**src/rtl/activation_pipe_if.sv**
```systemverilog
// Streaming handshake bundle for the activation pipeline: input sample/mode with
// valid/ready, and registered result with ready/out_ready.
interface activation_pipe_if #(
    parameter int WIDTH = 16
) ();
    logic signed [WIDTH-1:0] in;
    logic        [1:0]       mode;
    logic                    in_valid;
    logic                    in_ready;
    logic signed [WIDTH-1:0] out;
    logic                    ready;
    logic                    out_ready;

    modport master (
        output in, mode, in_valid, out_ready,
        input  in_ready, out, ready
    );

    modport slave (
        input  in, mode, in_valid, out_ready,
        output in_ready, out, ready
    );
endinterface

```
**src/rtl/activation_pipe.sv**
```systemverilog
// Three-stage fixed-point activation unit: identity, ReLU, piecewise-linear
// sigmoid and hard tanh, with a single global stall driven by the output handshake.
module activation_pipe #(
    parameter int WIDTH = 16,
    parameter int FRAC  = 8
) (
    input logic               clk,
    input logic               rst,
    activation_pipe_if.slave  bus
);
    localparam logic signed [WIDTH-1:0] C_ONE   = WIDTH'(1)  << FRAC;
    localparam logic signed [WIDTH-1:0] C_NONE  = -C_ONE;
    localparam logic signed [WIDTH-1:0] C_FIVE  = WIDTH'(5)  << FRAC;
    localparam logic signed [WIDTH-1:0] C_B2375 = WIDTH'(19) << (FRAC - 3);
    localparam logic signed [WIDTH-1:0] C_K3    = WIDTH'(27) << (FRAC - 5);
    localparam logic signed [WIDTH-1:0] C_K2    = WIDTH'(5)  << (FRAC - 3);
    localparam logic signed [WIDTH-1:0] C_K1    = WIDTH'(1)  << (FRAC - 1);
    localparam logic signed [WIDTH-1:0] C_MAXP  = {1'b0, {(WIDTH-1){1'b1}}};
    localparam logic signed [WIDTH-1:0] C_MINN  = {1'b1, {(WIDTH-1){1'b0}}};

    localparam logic [1:0] M_IDENT = 2'd0;
    localparam logic [1:0] M_RELU  = 2'd1;
    localparam logic [1:0] M_SIGM  = 2'd2;

    function automatic logic signed [WIDTH-1:0] sat_abs(input logic signed [WIDTH-1:0] x);
        if (x == C_MINN)  return C_MAXP;
        else if (x < 0)   return -x;
        else              return x;
    endfunction

    // Positive-half sigmoid; a is never negative so arithmetic shifts truncate toward zero.
    function automatic logic signed [WIDTH-1:0] sigm_seg(input logic signed [WIDTH-1:0] a);
        if (a >= C_FIVE)        return C_ONE;
        else if (a >= C_B2375)  return (a >>> 5) + C_K3;
        else if (a >= C_ONE)    return (a >>> 3) + C_K2;
        else                    return (a >>> 2) + C_K1;
    endfunction

    function automatic logic signed [WIDTH-1:0] clamp_one(input logic signed [WIDTH-1:0] x);
        if (x > C_ONE)        return C_ONE;
        else if (x < C_NONE)  return C_NONE;
        else                  return x;
    endfunction

    function automatic logic signed [WIDTH-1:0] fold(
        input logic [1:0]              m,
        input logic                    neg,
        input logic signed [WIDTH-1:0] x,
        input logic signed [WIDTH-1:0] seg
    );
        case (m)
            M_IDENT: return x;
            M_RELU:  return neg ? '0 : x;
            M_SIGM:  return neg ? (C_ONE - seg) : seg;
            default: return clamp_one(x);
        endcase
    endfunction

    logic signed [WIDTH-1:0] r_in_p0, r_abs_p0, r_in_p1, r_seg_p1, r_out_p2;
    logic        [1:0]       r_mode_p0, r_mode_p1;
    logic                    r_neg_p0, r_neg_p1;
    logic                    r_vld_p0, r_vld_p1, r_vld_p2;
    logic                    w_adv;

    // Every stage moves together unless a result is waiting and not being taken.
    assign w_adv        = !r_vld_p2 || bus.out_ready;
    assign bus.in_ready = !rst && w_adv;
    assign bus.ready    = r_vld_p2;
    assign bus.out      = r_out_p2;

    always_ff @(posedge clk) begin
        if (rst) begin
            r_vld_p0 <= 1'b0;
            r_vld_p1 <= 1'b0;
            r_vld_p2 <= 1'b0;
        end else if (w_adv) begin
            r_vld_p0 <= bus.in_valid;
            r_vld_p1 <= r_vld_p0;
            r_vld_p2 <= r_vld_p1;
        end
    end

    always_ff @(posedge clk) begin
        if (w_adv) begin
            // S1: capture sample, mode, sign and saturated magnitude
            r_in_p0   <= bus.in;
            r_mode_p0 <= bus.mode;
            r_neg_p0  <= bus.in[WIDTH-1];
            r_abs_p0  <= sat_abs(bus.in);
            // S2: sigmoid segment evaluation
            r_in_p1   <= r_in_p0;
            r_mode_p1 <= r_mode_p0;
            r_neg_p1  <= r_neg_p0;
            r_seg_p1  <= sigm_seg(r_abs_p0);
        end
    end

    // S3: sign fold / clamp into the output register
    always_ff @(posedge clk) begin
        if (rst)
            r_out_p2 <= '0;
        else if (w_adv)
            r_out_p2 <= fold(r_mode_p1, r_neg_p1, r_in_p1, r_seg_p1);
    end
endmodule
```
**src/flat_wrapper.sv**
```systemverilog
// flat-port wrapper written by rule: the top's interface ports become plain ports
module activation_pipe_flat 
#(
    parameter int WIDTH = 16,
    parameter int FRAC  = 8
)
  (clk, rst, bus_in, bus_mode, bus_in_valid, bus_out_ready, bus_in_ready, bus_out, bus_ready);
  activation_pipe_if #(.WIDTH(WIDTH)) bus_i ();
  input logic clk;
  input logic rst;
  input wire logic [$bits(bus_i.in)-1:0] bus_in;
  input wire logic [$bits(bus_i.mode)-1:0] bus_mode;
  input wire logic [$bits(bus_i.in_valid)-1:0] bus_in_valid;
  input wire logic [$bits(bus_i.out_ready)-1:0] bus_out_ready;
  output wire logic [$bits(bus_i.in_ready)-1:0] bus_in_ready;
  output wire logic [$bits(bus_i.out)-1:0] bus_out;
  output wire logic [$bits(bus_i.ready)-1:0] bus_ready;
  assign bus_i.in = bus_in;
  assign bus_i.mode = bus_mode;
  assign bus_i.in_valid = bus_in_valid;
  assign bus_i.out_ready = bus_out_ready;
  assign bus_in_ready = bus_i.in_ready;
  assign bus_out = bus_i.out;
  assign bus_ready = bus_i.ready;
  activation_pipe #(.WIDTH(WIDTH), .FRAC(FRAC)) u_core (.clk(clk), .rst(rst), .bus(bus_i));
endmodule
```
**config.mk**
```make
export PLATFORM = sky130hd
export DESIGN_NAME = activation_pipe_flat
export DESIGN_NICKNAME = d
export VERILOG_FILES = /design/src/rtl/activation_pipe_if.sv /design/src/rtl/activation_pipe.sv /design/src/flat_wrapper.sv
export SDC_FILE = /design/constraint.sdc
export NUM_CORES = 1
export LEC_CHECK = 0
export BUFFER_PORTS_ARGS = -buffer_cell sky130_fd_sc_hd__buf_2
export CELL_PAD_IN_SITES_DETAIL_PLACEMENT = 0
export CELL_PAD_IN_SITES_GLOBAL_PLACEMENT = 2
export CORE_MARGIN = 5
export CORE_UTILIZATION = 42
export DETAILED_ROUTE_END_ITERATION = 6
export PLACE_DENSITY = 0.83
export SLEW_MARGIN = 20
export SYNTH_ARGS = -nofsm -noshare
export SYNTH_HDL_FRONTEND = slang
export SYNTH_SLANG_ARGS = --single-unit
```
**constraint.sdc**
```tcl
create_clock -name clk -period 6.5 [get_ports clk]
set_clock_uncertainty 0.15 [all_clocks]
set_input_delay 0.65 -clock clk [delete_from_list [all_inputs] [get_ports clk]]
set_output_delay 0.65 -clock clk [all_outputs]
set_load 0.02 [all_outputs]
```
**Yosys cells after proc, flatten, opt, wreduce, memory -nomap -nowiden**

Cells that the tools add are included.

- $lt $le $gt $ge: 6
- Reduce and logical (&&, ||, !) cells: 5
- Mux-type cells: 8
- Equal/unequal tests: 3
- Add/subtract/negate cells: 5

Operator list:

| operator | count |
|---|---|
| two-way mux 16 bit | 7 |
| case mux 16 bit (3 select lines) | 1 |
| equality test 16 bit (second input constant) | 1 |
| greater-or-equal comparator 16 x 10 -> 1 bit (second input constant) | 1 |
| greater-or-equal comparator 16 x 11 -> 1 bit (second input constant) | 1 |
| greater-or-equal comparator 16 x 12 -> 1 bit (second input constant) | 1 |
| > comparator 16 x 10 -> 1 bit (second input constant) | 1 |
| < comparator 16 x 1 -> 1 bit (second input constant) | 1 |
| < comparator 16 x 9 -> 1 bit (second input constant) | 1 |
| negator 16 bit | 1 |
| subtractor 10 x 16 -> 16 bit (first input constant) | 1 |
| adder 14 x 9 -> 15 bit (second input constant) | 1 |
| adder 13 x 9 -> 14 bit (second input constant) | 1 |
| adder 11 x 9 -> 12 bit (second input constant) | 1 |
| equality test 2 x 1 -> 1 bit (second input constant) | 1 |
| equality test 2 bit (second input constant) | 1 |
| logical NOT 1 bit | 2 |
| logical NOT 2 bit | 1 |
| logical AND 1 bit | 1 |
| logical OR 1 bit | 1 |

- Register bits: 89
- Word-level logic and storage cells: 39
- Input port bits: 22

**Depth between registers and ports, before layout**

- Depth in word-level cells: 4
- Depth in mapped cells: 10
- Depth with buffers taken out: 7

**Worst setup path before layout**

OpenSTA, ideal clock, no wires.

- Kind: in2reg
- Start point: input bus_out_ready
- End point: register u_core.r_out_p2[15] (netlist: u_core.bus.out[15])
- Cell stages on the path: 4
- Arrival time: 3.290 ns
- Slack: 2.789 ns
- Library setup time: 0.271 ns
- Buffers on the path: 1
- Required time: 6.079 ns
- Cell sequence: and2b_1 clkinv_1 clkbuf_1 a41oi_1

- Longest elaborated chain between the ends: 1

Ends and longest elaborated chain:

| what | RTL line | text |
|---|---|---|
| start: declaration | flat_wrapper.sv:14 | `input wire logic [$bits(bus_i.out_ready)-1:0] bus_out_ready;` |
| logical OR 1 bit | activation_pipe.sv:66 | `assign w_adv = !r_vld_p2 \|\| bus.out_ready;` |
| end signal: assignment | activation_pipe.sv:103 | `r_out_p2 <= fold(r_mode_p1, r_neg_p1, r_in_p1, r_seg_p1);` |
| end: declaration | activation_pipe.sv:59 | `logic signed [WIDTH-1:0] r_in_p0, r_abs_p0, r_in_p1, r_seg_p1, r_out_p2;` |

No other way between the ends.
A chain may end at the register's enable or synchronous reset.

**Worst setup path after layout**

- Start point: register u_core.r_neg_p1
- End point: register u_core.r_out_p2[14] (netlist: u_core.bus.out[14])

- Longest elaborated chain between the ends: 2
- Elaborated cells between the ends (all ways): 3
- Those cells by class: mux (3)

Ends and longest elaborated chain:

| what | RTL line | text |
|---|---|---|
| start: declaration | activation_pipe.sv:61 | `logic r_neg_p0, r_neg_p1;` |
| start signal: assignment | activation_pipe.sv:93 | `r_neg_p1 <= r_neg_p0;` |
| two-way mux 16 bit, on equally long branches | activation_pipe.sv:54, activation_pipe.sv:53 |  |
| case mux 16 bit (3 select lines) (*) | activation_pipe.sv:51 | `case (m)` |

Every way passes the cells marked *; elsewhere a longest branch is shown, timed or not.

==> results.cfg <==
[synthesis]
ys_warn_count = 0
seq_area_frac_synth_pct = 52.1
mappedNetlistArea_um2 = 4590
synthFlopType = edfxtp_1
synth_enable_flop_cells = 67
avgSynthCellArea_um2 = 10.2
netlist_instances = 449
yosysUniqueCellTypes = 68
synth_seq_cells = 86
synth_nets = 481
ys_async_sr_fraction_pct = 0

[worst_setup_path]
arrival_ns = 2.71
critPathMaxFanout = 17
required_ns = 6.63
reg2reg_depth = 7
start_kind = flop
criticalPathCategory = flop to flop
endpoint_kind = flop
r2r_slack_ns = 3.92

[power]
p_per_area_nw_per_um2 = 245
p_total_mw = 1.24
leakage_nw = 1.94
ir_drop_mv = 0.104

[die]
dieWidth_um = 115
ios = 40
dieArea_um2 = 13100
initial_core_util_pct = 42.5
row_count = 38
core_um2 = 10800
die_h_um = 115

[clock_network]
worstSkewPairLatency_ns = 0.36
cts.sinks = 86
cts.htree.levels = 3
cts_resized = 0
cts_setup_buffers = 0
ctsHoldBuffers = 0
cts_root_buffer = clkbuf_8
tritoncts.num_buffers = 9
clk_path_buf_depth = 2
path_clk_slew_ns = 0.10
cts_tree = done

[global_routing]
grt_use_total_pct = 16.9
grt_pass1_wl_um = 17300
grt_max_degree = 84
grt_pass1_vias = 3360
grt-ovfl-total = 0
antenna_found_initial = 0

[final_layout]
final_nets = 511
antenna_cells = 0
drive_gt1_share_pct = 15.9
area_growth_pct = 10.3
utilization_pct = 46.9
final_area_um2 = 5060
n_fill_cell = 1019

[route]
drt_pass1_iterations = 4
wire_per_inst_um = 16.7
num_vias = 3461
drc = 0
drt_iter0_drc = 227
ant_nets = 0
via_per_inst = 5.55
totalWireLength_um = 10400

[sta]
drv_slew = 0
rsz0062_at_grt = no
final.setup.tns_ns = 0
min_period_ns = 2.58
setup_viol = 0
worst_pin_slew_ns = 0.947
hold_viol = 0
layout_worst_path_cycle_share_pct = 39.7
fmax_mhz = 388
slew_headroom_pct = 36.9

[min_path]
min_path_cells = 0
min_path_type = flop to flop

[placed_design]
port_buffers = 39
place_congestion = 0.848
hpwlAfterDp_um = 7730
place_area_um2 = 4870

[flow_run]
drv_cap = 0

[run_status]
outcome = completed
-- per-stage QoR --
| step | cells | hold WS, ns | setup WS (ns) |
|---|---|---|---|
| 2_1_floorplan | 449 | 0.250 | 2.79 |
| 6_report | 624 | 0.275 | 3.92 |
| 3_3_place_gp | 608 | 0.254 | 3.81 |
| 4_1_cts | 624 | 0.272 | 3.93 |
| 3_5_place_dp | 608 | 0.255 | 3.75 |
| 5_1_grt | 624 | 0.285 | 3.75 |
-- logic make-up (layout without fill, tap and decap cells) --
kind of cell	count (synthesis)	after routing	share of synthesized area, %
compound gates	116	116	17.1
xor+xnor	21	21	4.01
fa+ha+maj	10	10	2.73
buf+inv	42	77	3.95
flops	86	86	52.1
mux	3	3	0.709
simple gates	171	171	19.4
-- sequential cells by signal, indices dropped and copies added, names as in the netlist --
name              cells
u_core.r_mode_p1      2
u_core.r_in_p0       15
u_core.bus.out       16
u_core.r_vld_p0       1
u_core.r_mode_p0      2
u_core.r_vld_p1       1
u_core.r_neg_p1       1
u_core.r_in_p1       15
u_core.bus.ready      1
u_core.r_seg_p1      15
u_core.r_neg_p0       1
u_core.r_abs_p0      16
-- path summary, 6_finish.rpt --
check,start,end
hold / removal,u_core.r_in_p0[6],u_core.r_in_p1[6]
hold reg to reg,u_core.r_in_p0[6],u_core.r_in_p1[6]
setup / recovery,u_core.r_neg_p1,u_core.bus.out[14]
setup reg to reg,u_core.r_neg_p1,u_core.bus.out[14]
-- layout make-up --
type | instances | area [um2] | area share (%)
repair buffers | 41 | 210 | 4.15
flip-flops and latches | 86 | 2390 | 47.3
clock buffers | 9 | 124 | 2.45
well taps | 140 | 175 | 3.46
multi-input cells | 321 | 2020 | 39.8
clock inverters | 7 | 70.1 | 1.38
inverters | 20 | 75.1 | 1.48
-- cells in the final DEF, fill, tap and decap left out, types with 9 or more instances in the layout --
master / n
a21oi_1: 30
buf_2: 39
clkbuf_8: 9
dfxtp_1: 19
edfxtp_1: 67
ha_1: 10
inv_1: 18
nand2_1: 51
nand3_1: 12
nor2_1: 43
nor3_1: 12
o21ai_0: 11
o21ai_1: 9
o31ai_1: 9
xor2_1: 13
-- synth_stat cells, types with 2 or more instances --
library cell | count | area (um2)
dfxtp_1 | 19 | 380
o22ai_1 | 3 | 18.8
xnor2_1 | 8 | 70.1
xor2_1 | 13 | 114
buf_2 | 7 | 35.0
mux2_2 | 2 | 22.5
o2111ai_1 | 2 | 17.5
nor2b_1 | 6 | 37.5
o21ai_0 | 11 | 55.1
a31oi_1 | 6 | 37.5
nor3_1 | 12 | 60.1
nand2_1 | 51 | 191
o211ai_1 | 6 | 45.0
nand4_1 | 8 | 50.1
and2_1 | 2 | 12.5
and3_1 | 3 | 18.8
inv_1 | 18 | 67.6
o21bai_1 | 3 | 22.5
a22o_1 | 2 | 17.5
nor2_1 | 43 | 161
a22oi_1 | 2 | 15.0
a311oi_1 | 8 | 70.1
a21oi_1 | 30 | 150
o21ai_1 | 9 | 45.0
edfxtp_1 | 67 | 2010
nand3b_1 | 3 | 22.5
clkbuf_1 | 11 | 41.3
a21o_1 | 2 | 15.0
nor4_1 | 3 | 18.8
a41oi_1 | 2 | 17.5
o221ai_1 | 2 | 17.5
a211oi_1 | 5 | 37.5
nand2b_1 | 4 | 25.0
nand3_1 | 12 | 60.1
ha_1 | 10 | 125
or2_1 | 2 | 12.5
o31ai_1 | 9 | 67.6
buf_4 | 2 | 15.0
or3_1 | 3 | 18.8
o21a_1 | 2 | 15.0
nor3b_1 | 6 | 45.0
a31o_2 | 3 | 26.3
nor4_4 | 2 | 42.5
-- per-layer routing --
metal / GRT usage, % / up-vias / routed length (um)
met3: 3.07 / 14 / 486
met5: 0 / - / 0
met4: 6.57 / 0 / 232
li1: - / 1728 / -
met2: 27.6 / 81 / 5090
met1: 22.2 / 1638 / 4620
-- critical path, cell delays in order, from the launching register on --
cell and delay, ns:
edfxtp_1 0.77, nand4_1 0.16, or2_2 0.31, ha_1 0.45, a21oi_1 0.11, nor3_1 0.21, a21oi_1 0.11, a211oi_1 0.22
-- report_power, final --
part	total [mW]	internal [mW]	switching (mW)
registers	0.682	0.636	0.0463
logic	0.190	0.0766	0.113
clock network	0.369	0.150	0.218
Note: power is estimated with default switching activity, not from simulation.
